## config.mk

```make
export PLATFORM = sky130hd
export DESIGN_NAME = debug_frame_tx_flat
export DESIGN_NICKNAME = d
export VERILOG_FILES = /design/src/rtl/debug_frame_tx_pkg.sv /design/src/rtl/debug_frame_tx_if.sv /design/src/rtl/snapshot_byte_mux.sv /design/src/rtl/debug_frame_tx.sv /design/src/flat_wrapper.sv
export SDC_FILE = /design/constraint.sdc
export NUM_CORES = 2
export LEC_CHECK = 0
export ABC_AREA = 1
export BUFFER_PORTS_ARGS = -buffer_cell sky130_fd_sc_hd__buf_2
export CAP_MARGIN = 20
export CORE_AREA = 2 2 457 459
export CTS_CLUSTER_SIZE = 20
export DETAILED_ROUTE_END_ITERATION = 16
export DIE_AREA = 0 0 459 461
export PLACE_DENSITY = 0.44
export SLEW_MARGIN = 20
export SYNTH_ARGS = -nofsm -noshare
export SYNTH_HDL_FRONTEND = slang
export SYNTH_SLANG_ARGS = --single-unit
```

## constraint.sdc

```tcl
create_clock -name clk -period 4.85 [get_ports clk]
set_clock_uncertainty 0.1 [all_clocks]
set_input_delay 0.2425 -clock clk [delete_from_list [all_inputs] [get_ports clk]]
set_output_delay 0.2425 -clock clk [all_outputs]
set_load 0.05 [all_outputs]
```

## src/rtl/debug_frame_tx_pkg.sv

```systemverilog
// debug_frame_tx_pkg: shared debug-unit constants, FSM encoding and host command codes
package debug_frame_tx_pkg;
  localparam logic [7:0] DBG_HEADER = 8'hA5;
  typedef enum logic [2:0] {IDLE, LOAD, SEND, WAIT, FINISH} state_t;
  typedef enum logic [7:0] {
    CMD_START      = 8'h53,
    CMD_CONTINUOUS = 8'h43,
    CMD_STEP_MODE  = 8'h50,
    CMD_RESET_MIPS = 8'h52,
    CMD_ERASE_MEM  = 8'h45,
    CMD_STEP       = 8'h4E
  } host_cmd_t;
  function automatic int frame_len(input int n_words, input int len, input int len_data);
    return 2 + n_words * len / len_data;
  endfunction
endpackage

```

## src/rtl/debug_frame_tx_if.sv

```systemverilog
// debug_frame_tx_if: command-side request, snapshot and UART TX handshake of the frame transmitter
interface debug_frame_tx_if #(
  parameter int N_WORDS = 36,
  parameter int LEN = 32,
  parameter int LEN_DATA = 8
);
  logic start;
  logic [N_WORDS*LEN-1:0] snapshot;
  logic tx_done;
  logic tx_start;
  logic [LEN_DATA-1:0] uart_data_out;
  logic busy;
  logic done;
  modport master (output start, snapshot, tx_done, input tx_start, uart_data_out, busy, done);
  modport slave (input start, snapshot, tx_done, output tx_start, uart_data_out, busy, done);
endinterface

```

## src/rtl/snapshot_byte_mux.sv

```systemverilog
// snapshot_byte_mux: picks one byte of the shadow snapshot, byte 0 being the LSB of word 0
module snapshot_byte_mux #(
  parameter int W = 1152,
  parameter int LEN_DATA = 8,
  parameter int IW = 8
) (
  input logic [W-1:0] shadow,
  input logic [IW-1:0] sel,
  output logic [LEN_DATA-1:0] byte_out
);
  assign byte_out = LEN_DATA'(shadow >> (sel * LEN_DATA));
endmodule

```

## src/rtl/debug_frame_tx.sv

```systemverilog
// debug_frame_tx: streams a captured snapshot as header, data bytes LSB-first and XOR checksum
module debug_frame_tx
  import debug_frame_tx_pkg::*;
#(
  parameter int LEN = 32,
  parameter int N_WORDS = 36,
  parameter int LEN_DATA = 8,
  parameter logic [LEN_DATA-1:0] HEADER = LEN_DATA'(DBG_HEADER)
) (
  input logic clk,
  input logic reset,
  debug_frame_tx_if.slave bus
);
  localparam int FRAME = frame_len(N_WORDS, LEN, LEN_DATA);
  localparam int IW = $clog2(FRAME);
  localparam logic [IW-1:0] LAST = IW'(FRAME - 1);
  state_t state, state_n;
  logic [N_WORDS*LEN-1:0] shadow;
  logic [IW-1:0] idx, idx_n;
  logic [LEN_DATA-1:0] chk, chk_n, data_n, mux_byte, sel_byte;
  logic cap, tx_start_n, done_n;
  snapshot_byte_mux #(.W(N_WORDS*LEN), .LEN_DATA(LEN_DATA), .IW(IW)) u_mux (
    .shadow(shadow),
    .sel(idx - IW'(1)),
    .byte_out(mux_byte)
  );
  assign sel_byte = (idx == '0) ? HEADER : (idx == LAST) ? chk : mux_byte;
  // next state, counter, checksum and output values; tx_done in the tx_start cycle is ignored
  always_comb begin
    state_n = state;
    idx_n = idx;
    chk_n = chk;
    data_n = bus.uart_data_out;
    tx_start_n = 1'b0;
    done_n = 1'b0;
    cap = 1'b0;
    case (state)
      IDLE: if (bus.start) begin
        cap = 1'b1;
        idx_n = '0;
        chk_n = '0;
        state_n = LOAD;
      end
      LOAD: state_n = SEND;
      SEND: begin
        data_n = sel_byte;
        tx_start_n = 1'b1;
        state_n = WAIT;
      end
      WAIT: if (bus.tx_done && !bus.tx_start) begin
        chk_n = (idx != '0 && idx != LAST) ? chk ^ bus.uart_data_out : chk;
        done_n = (idx == LAST);
        state_n = (idx == LAST) ? FINISH : SEND;
        idx_n = (idx == LAST) ? idx : idx + IW'(1);
      end
      FINISH: state_n = IDLE;
      default: state_n = IDLE;
    endcase
  end
  // shadow copy isolates the frame in flight from later snapshot changes
  always_ff @(posedge clk or negedge reset)
    if (!reset) shadow <= '0;
    else if (cap) shadow <= bus.snapshot;
  // state, counter, checksum and registered outputs
  always_ff @(posedge clk or negedge reset) begin
    if (!reset) begin
      state <= IDLE;
      idx <= '0;
      chk <= '0;
      bus.tx_start <= 1'b0;
      bus.uart_data_out <= '0;
      bus.busy <= 1'b0;
      bus.done <= 1'b0;
    end else begin
      state <= state_n;
      idx <= idx_n;
      chk <= chk_n;
      bus.tx_start <= tx_start_n;
      bus.uart_data_out <= data_n;
      bus.busy <= (state_n != IDLE);
      bus.done <= done_n;
    end
  end
endmodule

```

## src/flat_wrapper.sv

```systemverilog
// flat-port wrapper written by rule: the top's interface ports become plain ports
module debug_frame_tx_flat import debug_frame_tx_pkg::*;
#(
  parameter int LEN = 32,
  parameter int N_WORDS = 36,
  parameter int LEN_DATA = 8,
  parameter logic [LEN_DATA-1:0] HEADER = LEN_DATA'(DBG_HEADER)
)
  (clk, reset, bus_start, bus_snapshot, bus_tx_done, bus_tx_start, bus_uart_data_out, bus_busy, bus_done);
  debug_frame_tx_if #(.N_WORDS(N_WORDS), .LEN(LEN), .LEN_DATA(LEN_DATA)) bus_i ();
  input logic clk;
  input logic reset;
  input wire logic [$bits(bus_i.start)-1:0] bus_start;
  input wire logic [$bits(bus_i.snapshot)-1:0] bus_snapshot;
  input wire logic [$bits(bus_i.tx_done)-1:0] bus_tx_done;
  output wire logic [$bits(bus_i.tx_start)-1:0] bus_tx_start;
  output wire logic [$bits(bus_i.uart_data_out)-1:0] bus_uart_data_out;
  output wire logic [$bits(bus_i.busy)-1:0] bus_busy;
  output wire logic [$bits(bus_i.done)-1:0] bus_done;
  assign bus_i.start = bus_start;
  assign bus_i.snapshot = bus_snapshot;
  assign bus_i.tx_done = bus_tx_done;
  assign bus_tx_start = bus_i.tx_start;
  assign bus_uart_data_out = bus_i.uart_data_out;
  assign bus_busy = bus_i.busy;
  assign bus_done = bus_i.done;
  debug_frame_tx #(.LEN(LEN), .N_WORDS(N_WORDS), .LEN_DATA(LEN_DATA), .HEADER(HEADER)) u_core (.clk(clk), .reset(reset), .bus(bus_i));
endmodule
```

# Yosys cells after proc, flatten, opt, wreduce, memory -nomap -nowiden

Cells that the tools add are included.

Register bits: 1182
Output and inout port bits: 11
Input bits: 1156
Logic and storage cells: 49

Reduce and logical (&&, ||, !) cells: 10
Muxes and demuxes: 18
$add $sub $neg: 2
Shift operators: 1
Equal/unequal tests: 9
Bitwise gates (word level): 1

Operators with widths:

| cell                                                | count |
|---|---|
| right shift 1152 x 11 -> 8 bit                      | 1 |
| 2-to-1 mux 8 bit                                    | 7 |
| case mux 8 bit (2 select lines)                     | 2 |
| case mux 3 bit (4 select lines)                     | 1 |
| 2-to-1 mux 3 bit                                    | 3 |
| adder 8 x 1 -> 8 bit, second input constant         | 1 |
| equality test 8 bit, second input constant          | 1 |
| zero test 8 bit                                     | 1 |
| != test 8 bit, second input constant                | 1 |
| AND reduction 4 bit                                 | 2 |
| nonzero test 8 bit                                  | 1 |
| subtractor 8 x 1 -> 8 bit, second input constant    | 1 |
| bitwise XOR 8 bit                                   | 1 |
| equality test 3 x 2 -> 1 bit, second input constant | 2 |
| 2-to-1 mux 1 bit                                    | 5 |
| != test 2 x 1 -> 1 bit, second input constant       | 2 |
| != test 2 bit, second input constant                | 2 |
| equality test 3 x 1 -> 1 bit, second input constant | 1 |
| zero test 3 bit                                     | 1 |
| nonzero test 3 bit                                  | 1 |
| logical AND 1 bit                                   | 2 |
| nonzero test 2 bit                                  | 1 |
| zero test 1 bit                                     | 1 |

# Depth between registers and ports, before layout

Word-level depth: 5
Depth in mapped cells: 21
Depth with buffers taken out: 17

# Hierarchy

From an unflattened synthesis, not the netlist that was laid out.

Cell total of the unflattened synthesis: 8010
Area, all modules: 57418.8 um^2

Modules (own cells, without submodules):

| module            | instances | cells each | area each (um^2) | seq. area each (um^2) |
|---|---|---|---|---|
| debug_frame_tx    | 1         | 5099       | 44864.3          | 29578.4 |
| snapshot_byte_mux | 1         | 2911       | 12554.5          | 0.0 |

# Worst setup path after synthesis

Ideal clock, no wire load.

Kind: register to register
Start point: reg u_core.idx[0]
End point: reg u_core.bus.uart_data_out[6]
Data arrival time: 2.789 ns
Period minus slack after synthesis: 3.007 ns
Path buffers: 7
Cell stages (with the launch flop): 20
Slack: 1.843 ns
Library setup time: 0.118 ns
Data required time: 4.632 ns
Cells stage by stage: dfrtp_1 > inv_2 > buf_2 > buf_2 > buf_1 > ha_1 > buf_2 > inv_1 > buf_2 > buf_2 > buf_2 > o21ai_0 > a21oi_1 > a211oi_1 > nor2_1 > nand2_1 > a31oi_1 > nand2_1 > nand2_1 > nand2_1

Cells in the longest elaborated chain, start to end: 4
Elaborated cells on any way between the ends: 6
Those cells by class: add/sub (1); eq/ne (1); shift (1); mux (2); reduce/logical (1)

RTL lines:

| what                           | line                    | RTL |
|---|---|---|
| start, declared                | debug_frame_tx.sv:19    | `logic [IW-1:0] idx, idx_n;` |
| start signal, assigned         | debug_frame_tx.sv:76    | `idx <= idx_n;` |
| subtractor 8 x 1 -> 8 bit      | debug_frame_tx.sv:24    | `.sel(idx - IW'(1)),` |
| right shift 1152 x 11 -> 8 bit | snapshot_byte_mux.sv:11 | `assign byte_out = LEN_DATA'(shadow >> (sel * LEN_DATA));` |
| 2-to-1 mux 8 bit               | debug_frame_tx.sv:27    | `assign sel_byte = (idx == '0) ? HEADER : (idx == LAST) ? chk : mux_byte;` |
| 2-to-1 mux 8 bit *             | debug_frame_tx.sv:27    |  |
| end signal, assigned           | debug_frame_tx.sv:79    | `bus.uart_data_out <= data_n;` |
| end, declared                  | debug_frame_tx_if.sv:15 | `modport slave (input start, snapshot, tx_done, output tx_start, uart_data_out, busy, done);` |

Every way passes the cells marked *; elsewhere a longest branch is shown, timed or not.
A chain may end at the register's enable or synchronous reset.

# Worst setup path in the final report

Start point: reg u_core.idx[1]
End point: reg u_core.bus.uart_data_out[2]

The elaborated chain is that of the path after synthesis.

==> flow_summary.json <==
{
  "status": "finished clean",
  "synth_edf_count": 0,
  "postRouteAntennaNets": 0,
  "htree_levels": 4,
  "finalMaxSlewViolations": 0,
  "tightest_slew_ns": 1.46,
  "yosysMostFrequentCell": "nand2_1",
  "post-place-ws_ns": 0.904,
  "synth_seq_area_share": 0.531,
  "root_buffer": "clkbuf_16",
  "arrival_ns": 4.55,
  "setup_viol": 0,
  "cap_violations": 0,
  "die_h_um": 461,
  "fmax_ghz": 0.255,
  "grt_pass1_wl_mm": 403,
  "yosys_most_used_dff": "dfrtp_1",
  "synth_async_sr_flop_share": 1.00,
  "start_util": 0.270,
  "dp_hpwl_mm": 191,
  "drc": 0,
  "io_buffers": 1166,
  "synthTopCellsByArea": "dfrtp_1 (53%), nand2_1 (28%), nand3_1 (8.1%)",
  "synthTopCellsByCount": "nand2_1 (4122), dfrtp_1 (1182), nand3_1 (897), o21ai_0 (269), clkbuf_1 (245)",
  "rsz0062_at_grt": "false",
  "leakage_nw": 41.2,
  "cp.required_ns": 5.48,
  "ys_types": 35,
  "globalplace.congestion": 0.876,
  "fin_ws_ns": 0.935,
  "power_density_nw_per_um2": 503,
  "rows": 167,
  "dieWidth_um": 459,
  "ctsHoldBuffers": 1208,
  "track_usage": 0.257,
  "post_cts_resized": 0,
  "worst-setup-path-type": "register to register",
  "hold_viol": 0,
  "drtIter0Drc": 5209,
  "cp_max_fo": 93,
  "syn2layout_area_growth_pct": 45.5,
  "clk_latency_ns": 0.83,
  "avgViaCountPerCell": 4.75,
  "clkTransAtPathRegs_ns": 0.06,
  "syn_area_um2": 55700,
  "io_pins": 1167,
  "dieArea_um2": 212000,
  "coreArea_um2": 206000,
  "globalRoute.totalOverflow": 0,
  "clockBufferDepth": 3,
  "wl_mm": 280,
  "finalCritPeriodShare": 0.807,
  "syn_area_per_cell_um2": 7.44,
  "yosysWarnings": 0,
  "finalCriticalPeriod_ns": 3.91,
  "cts_buffers": 149,
  "grt_pass1_vias": 60100,
  "maxSlewHeadroom": 0.0274,
  "layout.nets": 10700,
  "synth_top_area_cell": "dfrtp_1",
  "antenna_found_initial": 20,
  "synth_cells": 7487,
  "finalSetupTns_ns": 0,
  "ir_worst_vdd_uv": 824,
  "drive_gt1_frac": 0.155,
  "synth_top_area_share": 0.531,
  "syn-num-nets": 8647,
  "route.vias.total": 59000,
  "post_cts.repair.setup_buffers": 0,
  "synth_seq_cells": 1182,
  "cts_tree": "done",
  "grt_max_degree": 231,
  "hold_class": "primary input to asynchronous set/reset pin",
  "start_kind": "register",
  "clock-sinks": 1182,
  "drt_pre_antenna_iters": 6,
  "post_drt_wl_per_cell_um": 22.6,
  "cp-end-kind": "register"
}
==> critical path, cell delays in order, from the launching register on <==
cell,delay (ns)
dfrtp_1,0.40
inv_1,0.21
ha_1,0.29
inv_1,0.07
nand2_1,0.10
nand2_4,0.18
inv_8,0.50
nand3_1,0.43
nand3_1,0.25
nand2_1,0.12
nand2_1,0.08
nand3_1,0.19
nand3_1,0.29
nand3_1,0.13
nand2_1,0.08
nand2_1,0.05
a21oi_1,0.12
==> layout make-up <==
| type | instances | area, µm² |
|---|---|---|
| Antenna cell | 14 | 35.0 |
| Clock buffer | 223 | 4370 |
| Clock inverter | 54 | 699 |
| Fill cell | 21200 | 125000 |
| Inverter | 220 | 856 |
| Multi-Input combinational cell | 5580 | 23200 |
| Sequential cell | 1182 | 29600 |
| Tap cell | 2704 | 3380 |
| Timing Repair Buffer | 2450 | 19000 |
==> registers in the layout, summed over array words and instances (netlist names) <==
register and cells:
u_core.shadow 1152, u_core.bus.uart_data_out 8, u_core.chk 8, u_core.idx 8
u_core.state 3, u_core.bus.busy 1, u_core.bus.done 1, u_core.bus.tx_start 1
==> per-layer routing <==
| layer | up-vias | share of wire | global-route usage |
|---|---|---|---|
| li1 | 27800 | - | - |
| met1 | 28400 | 0.44 | 0.343 |
| met2 | 2228 | 0.45 | 0.400 |
| met3 | 620 | 0.054 | 0.0361 |
| met4 | 10 | 0.060 | 0.143 |
| met5 | - | 0.00020 | 0 |
==> layout by cell type (no fill, tap or decap), drive strengths merged <==
| cell | netlist | routed |
|---|---|---|
| clkinv | 0 | 30 |
| clkbuf | 245 | 223 |
| o31ai | 3 | 3 |
| nand3 | 899 | 899 |
| xor2 | 4 | 4 |
| o211ai | 77 | 77 |
| nor2 | 32 | 32 |
| or2 | 3 | 3 |
| nor3 | 11 | 11 |
| o22ai | 5 | 5 |
| dfrtp | 1182 | 1182 |
| inv | 220 | 227 |
| clkinvlp | 0 | 7 |
| a221oi | 2 | 2 |
| o21ai | 280 | 280 |
| a31oi | 6 | 6 |
| xnor2 | 3 | 3 |
| nand2 | 4125 | 4125 |
| nand4 | 3 | 3 |
| bufinv | 0 | 10 |
| buf | 260 | 1242 |
| dlygate4sd3 | 0 | 1208 |
| nor3b | 1 | 1 |
| a211oi | 2 | 2 |
| o311ai | 3 | 3 |
| diode | 0 | 14 |
| a21oi | 115 | 115 |
| nor4 | 2 | 2 |
| ha | 4 | 4 |
==> stage by stage <==
stage | hold WS, ns | cells | area, µm² | utilization | total power, W
5_1_grt | 0.0315 | 12400 | 81000 | 0.393 | 0.0430
4_1_cts | 0.000652 | 12400 | 81000 | 0.392 | 0.0413
3_5_place_dp | 0.291 | 10900 | 63800 | 0.309 | 0.0289
3_3_place_gp | 0.295 | 10900 | 63800 | 0.309 | 0.0289
6_report | 0.0253 | 12400 | 81000 | 0.393 | 0.0408
2_1_floorplan | -0.153 | 7487 | 55700 | - | 0.0210
==> logic make-up (layout without fill, tap and decap cells) <==
family                     after synthesis  count (layout)  synth area share
and+or+nand+nor                       5076            5076             0.364
DFF                                   1182            1182             0.531
buffers and inverters                  725            2947            0.0544
AOI/OAI and AO/OA                      493             493            0.0486
xor gates and xnor gates                 7               7           0.00171
adders and majority gates                4               4          0.000898
other                                    0              14                 0
==> report_power, final <==
group | switching, W | internal (W)
Combinational | 0.0129 | 0.00509
Sequential | 0.000511 | 0.0107
Clock | 0.00480 | 0.00682
Total | 0.0182 | 0.0226
==> final timing paths <==
kind | from | end | slack, ns | cells past startpoint
worst max-delay path | u_core.idx[1] | u_core.bus.uart_data_out[2] | 0.94 | 16
worst min-delay path | reset | u_core.shadow[568] | 0.03 | 2
worst max register to register | u_core.idx[1] | u_core.bus.uart_data_out[2] | 0.94 | 16
worst min register to register | u_core.shadow[861] | u_core.shadow[861] | 0.37 | 2
max in group asynchronous | reset | u_core.shadow[176] | 3.24 | 3
min in group clk | bus_snapshot[943] | u_core.shadow[943] | 0.05 | 4
Note: power is estimated with default switching activity, not from simulation.
